[src/rtl/ram_arbiter_pkg.sv]
// Shared constants for the RAM arbiter: owner encoding and grant counter width.
package ram_arbiter_pkg;

  localparam int CNT_W = 16;

  // lastOwner encoding
  localparam logic [1:0] OWNER_NONE = 2'd0;
  localparam logic [1:0] OWNER_CPU  = 2'd1;
  localparam logic [1:0] OWNER_DBG  = 2'd2;

endpackage

[src/rtl/ram_arbiter_saturating_counter.sv]
// Grant counter that sticks at all-ones instead of wrapping.
module saturating_counter
  import ram_arbiter_pkg::*;
(
  input  logic             clock,
  input  logic             reset,
  input  logic             en,
  output logic [CNT_W-1:0] count
);

  logic [CNT_W-1:0] count_q, count_d;

  // Next count: step by one on enable unless already saturated
  always_comb begin
    count_d = count_q;
    if (en && (count_q != {CNT_W{1'b1}})) count_d = count_q + 1'b1;
  end

  // Count register
  always_ff @(posedge clock or posedge reset) begin
    if (reset) count_q <= '0;
    else       count_q <= count_d;
  end

  assign count = count_q;

endmodule

[src/rtl/ram_arbiter.sv]
// Two-port arbiter (CPU read/write, debug read-only) in front of a synchronous
// single-port RAM. CPU has priority; debug is guaranteed a slot after
// STARVE_LIMIT consecutive CPU wins while it waits.
//
// lastOwner | meaning
// ----------+------------------------------------------
// NONE      | previous cycle had no grant
// CPU       | previous cycle granted the CPU port
// DBG       | previous cycle granted the debug port
module ram_arbiter
  import ram_arbiter_pkg::*;
#(
  parameter int ADDR_W       = 10,
  parameter int STARVE_LIMIT = 4
) (
  input  logic              clock,
  input  logic              reset,
  input  logic              cpuReq,
  input  logic              cpuStore,
  input  logic [ADDR_W-1:0] cpuAddress,
  input  logic [31:0]       cpuData,
  output logic              cpuGrant,
  output logic              cpuValid,
  output logic              cpuStall,
  input  logic              dbgReq,
  input  logic [ADDR_W-1:0] dbgAddress,
  output logic              dbgGrant,
  output logic              dbgValid,
  output logic [31:0]       readData,
  output logic              ramStore,
  output logic [ADDR_W-1:0] ramAddress,
  output logic [31:0]       ramData,
  input  logic [31:0]       ramResult,
  output logic [CNT_W-1:0]  cpuCount,
  output logic [CNT_W-1:0]  dbgCount,
  output logic [1:0]        lastOwner
);

  localparam logic [3:0] STARVE_MAX = 4'(STARVE_LIMIT);

  logic [3:0]        starve_q, starve_d;
  logic [ADDR_W-1:0] addr_q, addr_d;
  logic [1:0]        owner_q, owner_d;
  logic              cpu_valid_q, cpu_valid_d;
  logic              dbg_valid_q, dbg_valid_d;
  logic              cpu_grant, dbg_grant, dbg_priority;

  // Grant decision; reset kills grants immediately so nothing reaches the RAM
  always_comb begin
    dbg_priority = dbgReq && (starve_q == STARVE_MAX);
    cpu_grant    = !reset && cpuReq && !dbg_priority;
    dbg_grant    = !reset && dbgReq && !cpu_grant;
  end

  // Next-state for starvation counter, address hold, owner and read valids
  always_comb begin
    starve_d = starve_q;
    if (dbg_grant || !dbgReq)                 starve_d = '0;
    else if (cpu_grant && starve_q != STARVE_MAX) starve_d = starve_q + 4'd1;

    if (cpu_grant)      addr_d = cpuAddress;
    else if (dbg_grant) addr_d = dbgAddress;
    else                addr_d = addr_q;

    if (cpu_grant)      owner_d = OWNER_CPU;
    else if (dbg_grant) owner_d = OWNER_DBG;
    else                owner_d = OWNER_NONE;

    cpu_valid_d = cpu_grant && !cpuStore;
    dbg_valid_d = dbg_grant;
  end

  // Arbiter state registers
  always_ff @(posedge clock or posedge reset) begin
    if (reset) begin
      starve_q    <= '0;
      addr_q      <= '0;
      owner_q     <= OWNER_NONE;
      cpu_valid_q <= 1'b0;
      dbg_valid_q <= 1'b0;
    end else begin
      starve_q    <= starve_d;
      addr_q      <= addr_d;
      owner_q     <= owner_d;
      cpu_valid_q <= cpu_valid_d;
      dbg_valid_q <= dbg_valid_d;
    end
  end

  assign cpuGrant   = cpu_grant;
  assign dbgGrant   = dbg_grant;
  assign cpuStall   = cpuReq && !cpu_grant;
  assign ramStore   = cpuStore && cpu_grant;
  assign ramAddress = addr_d;
  assign ramData    = cpuData;
  assign cpuValid   = cpu_valid_q;
  assign dbgValid   = dbg_valid_q;
  assign readData   = (cpu_valid_q || dbg_valid_q) ? ramResult : 32'h0;
  assign lastOwner  = owner_q;

  saturating_counter u_cpu_cnt (
    .clock (clock),
    .reset (reset),
    .en    (cpu_grant),
    .count (cpuCount)
  );

  saturating_counter u_dbg_cnt (
    .clock (clock),
    .reset (reset),
    .en    (dbg_grant),
    .count (dbgCount)
  );

endmodule

[config.mk]
export PLATFORM = sky130hd
export DESIGN_NAME = ram_arbiter
export DESIGN_NICKNAME = d
export VERILOG_FILES = /design/src/rtl/ram_arbiter_pkg.sv /design/src/rtl/ram_arbiter_saturating_counter.sv /design/src/rtl/ram_arbiter.sv
export SDC_FILE = /design/constraint.sdc
export NUM_CORES = 1
export LEC_CHECK = 0
export ABC_AREA = 1
export BUFFER_PORTS_ARGS = -buffer_cell sky130_fd_sc_hd__buf_2
export CAP_MARGIN = 30
export CORE_MARGIN = 2
export CORE_UTILIZATION = 30
export CTS_CLUSTER_SIZE = 40
export DETAILED_ROUTE_END_ITERATION = 10
export GPL_TIMING_DRIVEN = 0
export PLACE_DENSITY = 0.61
export SLEW_MARGIN = 15
export SYNTH_ARGS = -nofsm -noshare
export SYNTH_HDL_FRONTEND = slang
export SYNTH_SLANG_ARGS = --single-unit
[constraint.sdc]
create_clock -name clock -period 2.7 [get_ports clock]
set_input_delay 0.27 -clock clock [delete_from_list [all_inputs] [get_ports clock]]
set_output_delay 0.27 -clock clock [all_outputs]
set_load 0.01 [all_outputs]
==> qor_table.md, run 1 <==
| Metric | Value |
|:---|:---|
| Number of pins exceeding their max-slew limit in the final report | 0 |
| Post-route cell area | 4586 µm² |
| Area leader, netlist | sky130_fd_sc_hd__dfrtp_1 |
| Net count after synthesis | 584 |
| Min cycle time layout | 2.199 ns |
| Clock Sinks | 50 |
| Number of nets with antenna violations after routing | 0 |
| Crit-path leading delay family | buffers and inverters |
| Post-DR wirelength/cell | 12.92 µm |
| Clock tree buffer depth | 2 |
| Residual DRC | 0 |
| Clock Latency Late Sink | 0.28 ns |
| Initial cell density of the core | 31.04% |
| EDFF count, synth | 0 |
| Clock transition at the register clock pins on the worst setup and hold paths after CTS | 0.07 ns |
| Area of the mapped netlist | 3395 µm² |
| Nets | 761 |
| DR vias/cell | 4.466 |
| Overall power of the completed layout | 2.424 mW |
| Placed cell areas | 4423 µm² |
| Half-perimeter wire length after placement | 8421 µm |
| Post-synthesis async set-or-reset flop share | 100.0% |
| Avg Synthesized Cell Area | 6.913 µm² |
| Outcome | complete, no violations |
| Power per cell area | 528.6 nW/µm² |
| Count of standard-cell rows | 38 |
| Inserted Clock Buffers | 5 |
| Worst Path Buf+Inv | 4 |
| Critical path class | reg -> out |
| Count of placed standard cells in the final layout, fillers left out | 809 |
| H-Tree Level Count | 2 |
| Most common cell on crit path | sky130_fd_sc_hd__buf_2 |
| Sequential element share of the synthesized area | 36.86% |
| Initial DRC count | 187 |
| Clock Skews | 0.005978 ns |
| Worst min-delay path class | in -> async |
| Final setup violation count | 0 |
| Number of global-route vias before repair | 3269 |
| Largest vdd supply drop | 274.9 µV |
| Number of different library cells in the post-synthesis netlist | 25 |
| Cells taking the most area after synthesis | sky130_fd_sc_hd__dfrtp_1, sky130_fd_sc_hd__nand2_1, sky130_fd_sc_hd__nor2_1 |
| Portion of synthesized cell area occupied by the leading cell type | 36.86% |
| Max stage delay on crit path | 0.40 ns |
| # fillers | 1165 |
| Vias | 3613 |
| CTS tree | done |
| Area of the core region | 10940 µm² |
| RSZ-0062 raised after global routing | no |
| Total congestion overflow | 0 |
| Placer's final routability congestion estimate | 0.8667 |
| Max Fanout on Critical Path | 11 |
| Final hold violation count | 0 |
| Most frequent cell after synthesis | sky130_fd_sc_hd__nand2_1 |
| CP endpoint kind | primary output |
| DIE HEIGHT | 110.4 µm |
| Post-synth top flop | sky130_fd_sc_hd__dfrtp_1 |
| Global-route wire length before repair | 16000 µm |
| I/O Pins | 203 |
| Clock Tree Root | sky130_fd_sc_hd__clkbuf_16 |
| CTS-repair resized insts | 0 |
| Required @ worst endpoint | 2.43 ns |
| Die ar. | 12180 µm² |
| Synth Instances | 491 |
| Worst-margin pin slew | 0.6728 ns |
| Synth top cells by count | sky130_fd_sc_hd__nand2_1, sky130_fd_sc_hd__nor2_1, sky130_fd_sc_hd__inv_1, sky130_fd_sc_hd__dfrtp_1, sky130_fd_sc_hd__buf_4 |
| Headroom to the max-slew limit | 55.15% |
| Register bit count reported by yosys | 50 |
| Yosys warnings | 0 |
| Achievable clock frequency | 0.4548 GHz |
| Number of cells after detailed placement | 801 |
| Slowest library cell on the worst path | sky130_fd_sc_hd__dfrtp_1 |
| Kind of launch point of the worst setup path | register |
| Quantity of I/O buffers inserted on ports | 170 |
| Post-synthesis to final-layout area growth | 35.09% |
| Post-CTS repair timing setup buffer count | 0 |
| Final WS setup | 0.5013 ns |
| Width of the die | 110.4 µm |
| Maximum number of pins on one net before global-route repair | 53 |
| Leakage power total | 2.565 nW |
| Worst slack on hold paths | 0.09847 ns |
| Max-Cap Viols | 0 |
| Placement Setup Slack | 0.5135 ns |
| Sum of routed wire segments on met1 | 4603 µm |
| Arrival time reported for the critical path endpoint | 1.93 ns |
| Diode count | 0 |
| Global-route usage over all layers | 16.97% |
| Met2 WL | 4961 µm |
| First-pass DRT Iterations | 6 |
| Final critical-path share of the clock period | 81.43% |
| Initial antenna violation count | 0 |
| Number of buffers inserted for hold repair after clock tree synthesis | 0 |
| Wire length after detailed routing | 10450 µm |
| Share of final-layout standard cells stronger than drive strength 1 | 36.32% |
| Routed length on met3 | 812 µm |
| Cell Chain, Critical Path | inv_1 -> ha_1 -> nand4_1 -> nand2_2 -> inv_2 -> buf_2 -> nor2_1 -> o21ai_0 -> nand2_1 -> buf_2 |
| Highest routing layer actually used | met4 |
==> through the flow <==
stage / setup TNS (ns) / util [%]
2_1_floorplan: 0 / -
5_1_grt: 0 / 41.93
4_1_cts: 0 / 41.93
3_3_place_gp: -13.25 / 40.42
6_report: 0 / 41.93
3_5_place_dp: 0 / 40.45
==> where the power goes <==
group | leakage, nW | switching, mW | internal (mW)
sequential | 0.649 | 0.129 | 0.857
clock | 0.0781 | 0.272 | 0.439
combinational | 1.84 | 0.417 | 0.311
==> cells in the final DEF, fill, tap and decap left out, drive strengths merged <==
cell type / netlist / final
a31oi: 5 / 5
nand4: 11 / 11
inv: 65 / 65
nor2: 91 / 91
clkinv: 1 / 1
o21ai: 32 / 32
nand3: 21 / 21
buf: 39 / 209
clkbuf: 4 / 11
ha: 4 / 4
xnor2: 8 / 8
xor2: 6 / 6
dfrtp: 50 / 50
bufinv: 0 / 1
nand2: 154 / 154
==> state kept, by name, summed over array words and instances (netlist names) <==
register         count
addr_q              10
u_dbg_cnt.count     16
lastOwner            2
cpuValid             1
u_cpu_cnt.count     16
starve_q             4
dbgValid             1
==> routing by layer <==
layer	vias to the layer above	global-route usage, %
met5	-	0
met4	0	3.839
met3	6	3.116
met2	140	28.35
met1	1647	22.84
li1	1820	-
==> final timing paths <==
kind	end	slack (ns)	cells after the start	from
worst max register to register	u_dbg_cnt.count[2]	1.02	10	u_dbg_cnt.count[0]
worst max-delay path	ramAddress[5]	0.50	10	starve_q[0]
min in group clock	cpuValid	0.16	2	cpuStore
worst min register to register	addr_q[5]	0.51	2	addr_q[5]
max in group asynchronous	u_dbg_cnt.count[10]	2.15	2	reset
worst min-delay path	addr_q[5]	0.1	2	reset
==> kinds of logic (layout without fill, tap and decap cells) <==
| logic type | after synthesis | after routing | synth area share [%] |
|---|---|---|---|
| AND/OR/NAND/NOR | 277 | 277 | 33.98 |
| buffers and inverters | 109 | 287 | 16.77 |
| flip-flops | 50 | 50 | 36.86 |
| AO/OA/AOI/OAI | 37 | 37 | 7.298 |
| XOR/XNOR | 14 | 14 | 3.612 |
| adder cells (fa/ha/maj) | 4 | 4 | 1.474 |
==> area by class of cell <==
type / count / area, µm² / share of cell area [%]
buffer: 43 / 321.6 / 7.012
clock buffer: 7 / 132.6 / 2.892
clock inverter: 1 / 30.03 / 0.6548
inverter: 66 / 250.2 / 5.457
multi-input combinational: 332 / 1574 / 34.32
sequential: 50 / 1251 / 27.29
tap: 140 / 175.2 / 3.820
timing repair buffer: 170 / 850.8 / 18.55
==> worst reg2reg max path: stages (launching register included) <==
cell                       delay, ns
sky130_fd_sc_hd__dfrtp_1        0.44
sky130_fd_sc_hd__ha_1           0.27
sky130_fd_sc_hd__nand2_1        0.08
sky130_fd_sc_hd__nor2_1         0.05
sky130_fd_sc_hd__nand2_2        0.13
sky130_fd_sc_hd__clkinv_1       0.12
sky130_fd_sc_hd__nand2_1        0.12
sky130_fd_sc_hd__nand2_2        0.09
sky130_fd_sc_hd__buf_6          0.16
sky130_fd_sc_hd__nand2_1        0.08
sky130_fd_sc_hd__o21ai_2        0.06
(Power assumes the default switching activity.)
==> inputs of run 2 (changes only) <==
==> constraint.sdc (replaced) <==
create_clock -name clock -period 2.05 [get_ports clock]
set_input_delay 0.205 -clock clock [delete_from_list [all_inputs] [get_ports clock]]
set_output_delay 0.205 -clock clock [all_outputs]
set_load 0.01 [all_outputs]
==> run 2 against run 1 <==
The flow now finishes with violations (hold timing). Sequential cell count unchanged. Critical endpoint unchanged. Largest cell class unchanged. First-iteration DRC count down 24%. Hold slack worse by 0.10 ns.
==> qor_table.md, run 2 (synthesized netlist as in run 1, its figures left out) <==
| Metric | Value | Change |
|:---|:---|:---|
| Final hold violation count | 9 | was 0 |
| Critical register-to-register path endpoint | u_dbg_cnt.count[2] | unchanged |
| Post-synthesis to final-layout area growth | 37.67% | was 35.09% |
| Die ar. | 12180 µm² | unchanged |
| Switching power total | 1.087 mW | was 817.4 µW |
| Overall power of the completed layout | 3.242 mW | was 2.424 mW |
| CTS tree | done | unchanged |
| DIE HEIGHT | 110.4 µm | unchanged |
| Placer's final routability congestion estimate | 0.9724 | was 0.8667 |
| Kind of launch point of the worst setup path | register | unchanged |
| Cell depth of the worst flop-to-flop path | 10 | unchanged |
| Initial cell density of the core | 31.04% | unchanged |
| Critical Path Start | starve_q[0] | unchanged |
| Arrival time reported for the critical path endpoint | 1.71 ns | was 1.93 ns |
| Fraction of power spent switching nets | 33.53% | was 33.72% |
| Width of the die | 110.4 µm | unchanged |
| Vias | 3624 | was 3613 |
| Number of global-route vias before repair | 3421 | was 3269 |
| Worst slack on hold paths | -0.002491 ns | was 0.09847 ns |
| Clock transition at the register clock pins on the worst setup and hold paths after CTS | 0.07 ns | about the same |
| Total congestion overflow | 0 | unchanged |
| Worst min-delay path class | in -> async | unchanged |
| Maximum number of pins on one net before global-route repair | 31 | was 53 |
| Power per cell area | 693.8 nW/µm² | was 528.6 nW/µm² |
| Share of final-layout standard cells stronger than drive strength 1 | 37.24% | was 36.32% |
| CP endpoint kind | primary output | unchanged |
| Quantity of I/O buffers inserted on ports | 170 | unchanged |
| Clock Latency Late Sink | 0.29 ns | was 0.28 ns |
| Most frequent cells in the layout | sky130_fd_sc_hd__buf_2, sky130_fd_sc_hd__nand2_1, sky130_fd_sc_hd__nor2_1 | unchanged |
| Max Fanout on Critical Path | 10 | was 11 |
| Area of the core region | 10940 µm² | unchanged |
| Startpoint of the most critical register-to-register path | u_dbg_cnt.count[0] | unchanged |
| DR vias/cell | 4.452 | was 4.466 |
| Clock Sinks | 50 | unchanged |
| Max-Cap Viols | 0 | unchanged |
| Crit path to | ramAddress[5] | unchanged |
| Reg-to-reg slack, setup | 0.37 ns | was 1.02 ns |
| Inserted Clock Buffers | 5 | unchanged |
| Largest vdd supply drop | 364.5 µV | was 274.9 µV |
| Initial DRC count | 143 | was 187 |
| Internal power component | 2.155 mW | was 1.607 mW |
| Half-perimeter wire length after placement | 8660 µm | was 8421 µm |
| Logic pwr share | 30.0% | about the same |
| Clock Tree Root | sky130_fd_sc_hd__clkbuf_16 | unchanged |
| Number of nets with antenna violations after routing | 0 | unchanged |
| Global-route usage over all layers | 17.74% | was 16.97% |
| Leakage power total | 2.604 nW | was 2.565 nW |
| Nets | 767 | was 761 |
| Final critical-path share of the clock period | 93.33% |  |
| Share of power burned in registers | 40.1% | was 40.7% |
| Headroom to the max-slew limit | 60.41% | was 55.15% |
| Critical path class | reg -> out | unchanged |
| Wire length after detailed routing | 10860 µm | was 10450 µm |
| Min cycle time layout | 1.913 ns |  |
| Most common cell after layout, fill and taps aside | sky130_fd_sc_hd__buf_2 | unchanged |
| Number of pins exceeding their max-slew limit in the final report | 0 | unchanged |
| RSZ-0062 raised after global routing | no | unchanged |
| Residual DRC | 0 | unchanged |
| Global-route wire length before repair | 16640 µm | was 16000 µm |
| Clock tree buffer depth | 2 | unchanged |
| Achievable clock frequency | 0.5227 GHz |  |
| I/O Pins | 203 | unchanged |
| Required @ worst endpoint | 1.85 ns | was 2.43 ns |
| First-pass DRT Iterations | 4 | was 6 |
| Share of power burned in the clock network | 29.9% | was 29.3% |
| Placed cell areas | 4444 µm² | was 4423 µm² |
| Clock Skews | 0.004159 ns | was 0.005978 ns |
| Worst-margin pin slew | 0.5906 ns | was 0.6728 ns |
| Post-DR wirelength/cell | 13.34 µm | was 12.92 µm |
| Violations in the final reports | hold timing |  |
| H-Tree Level Count | 2 | unchanged |
| Post-route cell area | 4673 µm² | was 4586 µm² |
| Final setup violation count | 0 | unchanged |
| Initial antenna violation count | 0 | unchanged |
| Outcome | finished, violations left | was complete, no violations |
| Diode count | 0 | unchanged |
| Count of standard-cell rows | 38 | unchanged |
-- run 2: critical path, cell delays in order, from the launching register on --
cell                      delay, ns
sky130_fd_sc_hd__dfrtp_1       0.36
sky130_fd_sc_hd__inv_1         0.05
sky130_fd_sc_hd__ha_1          0.20
sky130_fd_sc_hd__nand3_1       0.10
sky130_fd_sc_hd__nand2_2       0.07
sky130_fd_sc_hd__nand3_4       0.11
sky130_fd_sc_hd__inv_4         0.09
sky130_fd_sc_hd__o21ai_0       0.19
sky130_fd_sc_hd__nand2_1       0.12
sky130_fd_sc_hd__buf_6         0.14
-- run 2: timing repair --
action                                 in CTS  in global routing
gates cloned                                1                  0
setup buffers                               4                  0
pin swaps                                   0                  1
resized for setup                           3                  7
setup endpoints to repair                  10                  7
endpoints found under the hold margin      11                  0
hold buffers                                1                  0
-- run 2: power groups by stage --
stage	logic (mW)	clock network (mW)	registers, mW
2_1_floorplan	0.540	0	1.34
3_3_place_gp	0.945	0	1.31
3_5_place_dp	0.966	0	1.32
4_1_cts	0.981	0.996	1.30
5_1_grt	1.09	1.04	1.33
6_report	0.973	0.968	1.30
-- run 2: layout make-up --
cell class              instances  area [µm²]
plain buffers                  42       325.3
clock buffers                   6       138.9
clock inverters                 1       30.03
fillers                      1172        6262
inverters                      66       256.5
multi-input cells             332        1574
flip-flops and latches         50        1251
well taps                     140       175.2
repair buffers                176       917.1
repair inverters                1       5.005
-- run 2: worst min-delay path by stage --
| stage | from | endpoint | depth (start not counted) |
|---|---|---|---|
| 3_3_place_gp | cpuStore | cpuValid | 2 |
| 5_1_grt | reset | addr_q[7] | 3 |
| 3_5_place_dp | reset | addr_q[1] | 2 |
| 6_report | reset | u_cpu_cnt.count[12] | 2 |
| 2_1_floorplan | reset | addr_q[0] | 1 |
| 4_1_cts | reset | starve_q[3] | 3 |
-- run 2: routing by layer --
| layer | global-route usage [%] | part of all wire [%] |
|---|---|---|
| met5 | 0 | 0 |
| met4 | 3.393 | 0.96 |
| met3 | 2.352 | 7.7 |
| met2 | 30.81 | 47 |
| met1 | 23.72 | 44 |
-- run 2: through the flow --
| step | cells | worst slack (ns) | TNS (ns) | utilization (%) |
|---|---|---|---|---|
| 2_1_floorplan | 491 | 0.02492 | 0 | - |
| 3_3_place_gp | 801 | -0.7488 | -18.85 | 40.46 |
| 3_5_place_dp | 802 | -0.3635 | -3.958 | 40.64 |
| 4_1_cts | 815 | 0.03780 | 0 | 42.65 |
| 5_1_grt | 814 | 0.02371 | 0 | 42.73 |
| 6_report | 814 | 0.1367 | 0 | 42.73 |
==> inputs of run 3 (changes only) <==
--- a/config.mk
+++ b/config.mk
@@ -8,12 +8,11 @@
 export ABC_AREA = 1
 export BUFFER_PORTS_ARGS = -buffer_cell sky130_fd_sc_hd__buf_2
 export CAP_MARGIN = 30
-export CORE_MARGIN = 2
 export CORE_UTILIZATION = 30
 export CTS_CLUSTER_SIZE = 40
 export DETAILED_ROUTE_END_ITERATION = 10
 export GPL_TIMING_DRIVEN = 0
-export PLACE_DENSITY = 0.61
+export PLACE_DENSITY = 0.63
 export SLEW_MARGIN = 15
 export SYNTH_ARGS = -nofsm -noshare
 export SYNTH_HDL_FRONTEND = slang
==> constraint.sdc (replaced) <==
create_clock -name clock -period 1.65 [get_ports clock]
set_input_delay 0.165 -clock clock [delete_from_list [all_inputs] [get_ports clock]]
set_output_delay 0.165 -clock clock [all_outputs]
set_load 0.01 [all_outputs]
==> run 3 against run 2 <==
The flow finishes with violations (setup timing). Clock power increased by 9.5%. Sequential share of layout area decreased by 3.3 points. Clock skew increased by 0.0025 ns. Global-route usage decreased by 0.30 points. First-iteration DRC count increased by 3.5%. Via count increased by 6.1%. Clock-buffer cell count increased by 1. Cell area increased by 14%. Combinational power increased by 55%. Largest cell class unchanged.
==> qor_table.md, run 3 (synthesized netlist as in run 1, its figures left out) <==
| Metric | Value | Change |
|:---|:---|:---|
| Initial cell density of the core | 31.04% | unchanged |
| Power per cell area | 782.7 nW/µm² | was 693.8 nW/µm² |
| Leakage power total | 2.884 nW | was 2.604 nW |
| Number of pins exceeding their max-slew limit in the final report | 0 | unchanged |
| Share of power burned in registers | 38.6% | was 40.1% |
| Logic pwr share | 36.0% | was 30.0% |
| Final critical-path share of the clock period | 112.7% |  |
| Global-route wire length before repair | 16250 µm | was 16640 µm |
| Worst slack on hold paths | 0.03164 ns | was -0.002491 ns |
| Final WS setup | -0.2090 ns | was 0.1367 ns |
| Share of final-layout standard cells stronger than drive strength 1 | 47.55% | was 37.24% |
| Maximum number of pins on one net before global-route repair | 24 | was 31 |
| Required @ worst endpoint | 1.48 ns | was 1.85 ns |
| RSZ-0062 raised after global routing | yes | was no |
| Clock transition at the register clock pins on the worst setup and hold paths after CTS | 0.07 ns | about the same |
| Startpoint of the most critical register-to-register path | starve_q[1] | was u_dbg_cnt.count[0] |
| Max Fanout on Critical Path | 6 | was 10 |
| Placed cell areas | 4579 µm² | was 4444 µm² |
| Most frequent cells in the layout | sky130_fd_sc_hd__buf_2, sky130_fd_sc_hd__nand2_1, sky130_fd_sc_hd__nor2_1 | unchanged |
| Final hold violation count | 0 | was 9 |
| Quantity of I/O buffers inserted on ports | 170 | unchanged |
| Placer's final routability congestion estimate | 0.8217 | was 0.9724 |
| Die ar. | 11740 µm² | was 12180 µm² |
| Worst-margin pin slew | 0.4613 ns | was 0.5906 ns |
| Post-synthesis to final-layout area growth | 57.35% | was 37.67% |
| Count of standard-cell rows | 38 | unchanged |
| Max-Cap Viols | 0 | unchanged |
| Final setup violation count | 15 | was 0 |
| Kind of launch point of the worst setup path | register | unchanged |
| Cell Chain, Critical Path | inv_1 -> ha_4 -> nand4_1 -> nand2_4 -> inv_8 -> buf_8 -> nor2_2 -> o21ai_1 -> nand2_1 -> buf_2 | was inv_1 -> ha_1 -> nand3_1 -> nand2_2 -> nand3_4 -> inv_4 -> o21ai_0 -> nand2_1 -> buf_6 |
| Cell depth of the worst flop-to-flop path | 13 | was 10 |
| Wire length after detailed routing | 11010 µm | was 10860 µm |
| Critical register-to-register path endpoint | addr_q[0] | was u_dbg_cnt.count[2] |
| Met3 usage | 2.351% | was 2.352% |
| Largest vdd supply drop | 462.8 µV | was 364.5 µV |
| Area of the core region | 10940 µm² | unchanged |
| H-Tree Level Count | 2 | unchanged |
| Global-route track usage on met1 | 20.74% | was 23.72% |
| Worst min-delay path class | in -> async | unchanged |
| Share of power burned in the clock network | 25.4% | was 29.9% |
| Max stage delay on crit path | 0.38 ns | was 0.36 ns |
| Slowest library cell on the worst path | sky130_fd_sc_hd__dfrtp_1 | unchanged |
| DR vias/cell | 4.506 | was 4.452 |
| Switching power total | 1.439 mW | was 1.087 mW |
| Number of nets with antenna violations after routing | 0 | unchanged |
| Arrival time reported for the critical path endpoint | 1.69 ns | was 1.71 ns |
| Post-DR wirelength/cell | 12.91 µm | was 13.34 µm |
| Inserted Clock Buffers | 5 | unchanged |
| First-pass DRT Iterations | 4 | unchanged |
| Width of the die | 108.4 µm | was 110.4 µm |
| Reg-to-reg slack, setup | -0.18 ns | was 0.37 ns |
| Final core utilization | 48.84% | was 42.73% |
| CP endpoint kind | primary output | unchanged |
| Met2 track demand over resource | 32.71% | was 30.81% |
| CTS tree | done | unchanged |
| Initial antenna violation count | 0 | unchanged |
| Clock Skews | 0.006632 ns | was 0.004159 ns |
| Diode count | 0 | unchanged |
| Half-perimeter wire length after placement | 8104 µm | was 8660 µm |
| Placement Setup Slack | -0.1955 ns | was -0.3635 ns |
| I/O Pins | 203 | unchanged |
| Number of global-route vias before repair | 3532 | was 3421 |
| Headroom to the max-slew limit | 69.14% | was 60.41% |
| Clock Latency Late Sink | 0.29 ns | about the same |
| Fraction of power spent switching nets | 34.42% | was 33.53% |
| Clock tree buffer depth | 2 | unchanged |
| GRT Max-Usage Layer | met2 | unchanged |
| Vias | 3844 | was 3624 |
| Total congestion overflow | 0 | unchanged |
| Setup TNS | -2.289 ns | was 0 ns |
| Initial DRC count | 148 | was 143 |
| Post-route cell area | 5341 µm² | was 4673 µm² |
| Min cycle time layout | 1.859 ns |  |
| Nets | 805 | was 767 |
| Most common cell after layout, fill and taps aside | sky130_fd_sc_hd__buf_2 | unchanged |
| Global-route usage over all layers | 17.44% | was 17.74% |
| Clock Sinks | 50 | unchanged |
| Critical path class | reg -> out | unchanged |
| Internal power component | 2.742 mW | was 2.155 mW |
| Outcome | finished, violations left | unchanged |
| Clock Tree Root | sky130_fd_sc_hd__clkbuf_16 | unchanged |
| Violations in the final reports | setup timing | was hold timing |
| DIE HEIGHT | 108.4 µm | was 110.4 µm |
| Residual DRC | 0 | unchanged |
| Achievable clock frequency | 0.5379 GHz |  |
run 3: cell types whose count changed in the layout (fill, tap and decap cells not counted), moves of 7 or more:
cell and change:
sky130_fd_sc_hd__o21ai_0 -7, sky130_fd_sc_hd__buf_4 +25, sky130_fd_sc_hd__buf_6 +10, sky130_fd_sc_hd__nor2_1 -13
sky130_fd_sc_hd__nor2_2 +8, sky130_fd_sc_hd__nand2_2 +16, sky130_fd_sc_hd__nand2_1 -18
run 3: metal layers:
metal	wire length (µm)	vias to the layer above
met5	0	-
met4	137	0
met3	699	12
met2	5750	149
met1	4423	1777
li1	-	1906
run 3: worst max path at each step:
stage                start             to  slack (ns)  cells past startpoint
5_1_grt        starve_q[0]  ramAddress[7]       -0.30                     10
3_5_place_dp   starve_q[0]  ramAddress[6]       -0.20                      8
6_report       starve_q[1]  ramAddress[7]       -0.21                     10
2_1_floorplan        reset  ramAddress[5]       -0.12                      7
3_3_place_gp         reset  ramAddress[3]       -0.90                      7
4_1_cts        starve_q[0]  ramAddress[7]       -0.24                     10
run 3: timing repair:
item | in CTS | in global routing
pin swaps | 13 | 21
hold buffers | 2 | 0
setup buffers | 39 | 12
gates cloned | 1 | 4
resized for setup | 25 | 60
hold endpoints to repair | 10 | 0
setup endpoints to repair | 54 | 78
run 3: final cells by class:
| cell class | count | area, µm² |
|---|---|---|
| buffer | 42 | 351.6 |
| multi-input combinational | 332 | 1805 |
| fill | 1101 | 5594 |
| tap | 140 | 175.2 |
| timing repair buffer | 215 | 1340 |
| clock inverter | 1 | 5.005 |
| sequential | 50 | 1255 |
| inverter | 66 | 266.5 |
| clock buffer | 7 | 142.6 |
run 3: critical path, delay by kind of cell (launching register included):
family / cells / cell delay (ns)
AOI/OAI and AO/OA: 1 / 0.06
buffers and inverters: 4 / 0.41
adders and majority gates: 1 / 0.13
DFF: 1 / 0.38
and+or+nand+nor: 4 / 0.43
run 3: metrics by stage:
stage                     instances  power (mW)
after global placement          801       2.838
after floorplan                 491       2.378
after CTS                       842       4.058
final                           853       4.181
after global routing            853       4.446
after detailed placement        803       2.877
run 3: power by group through the flow:
stage          registers, mW  clock network, mW  logic, mW
2_1_floorplan           1.66                  0      0.716
3_3_place_gp            1.64                  0       1.20
3_5_place_dp            1.64                  0       1.24
4_1_cts                 1.62               1.08       1.36
5_1_grt                 1.65               1.14       1.65
6_report                1.62               1.06       1.51
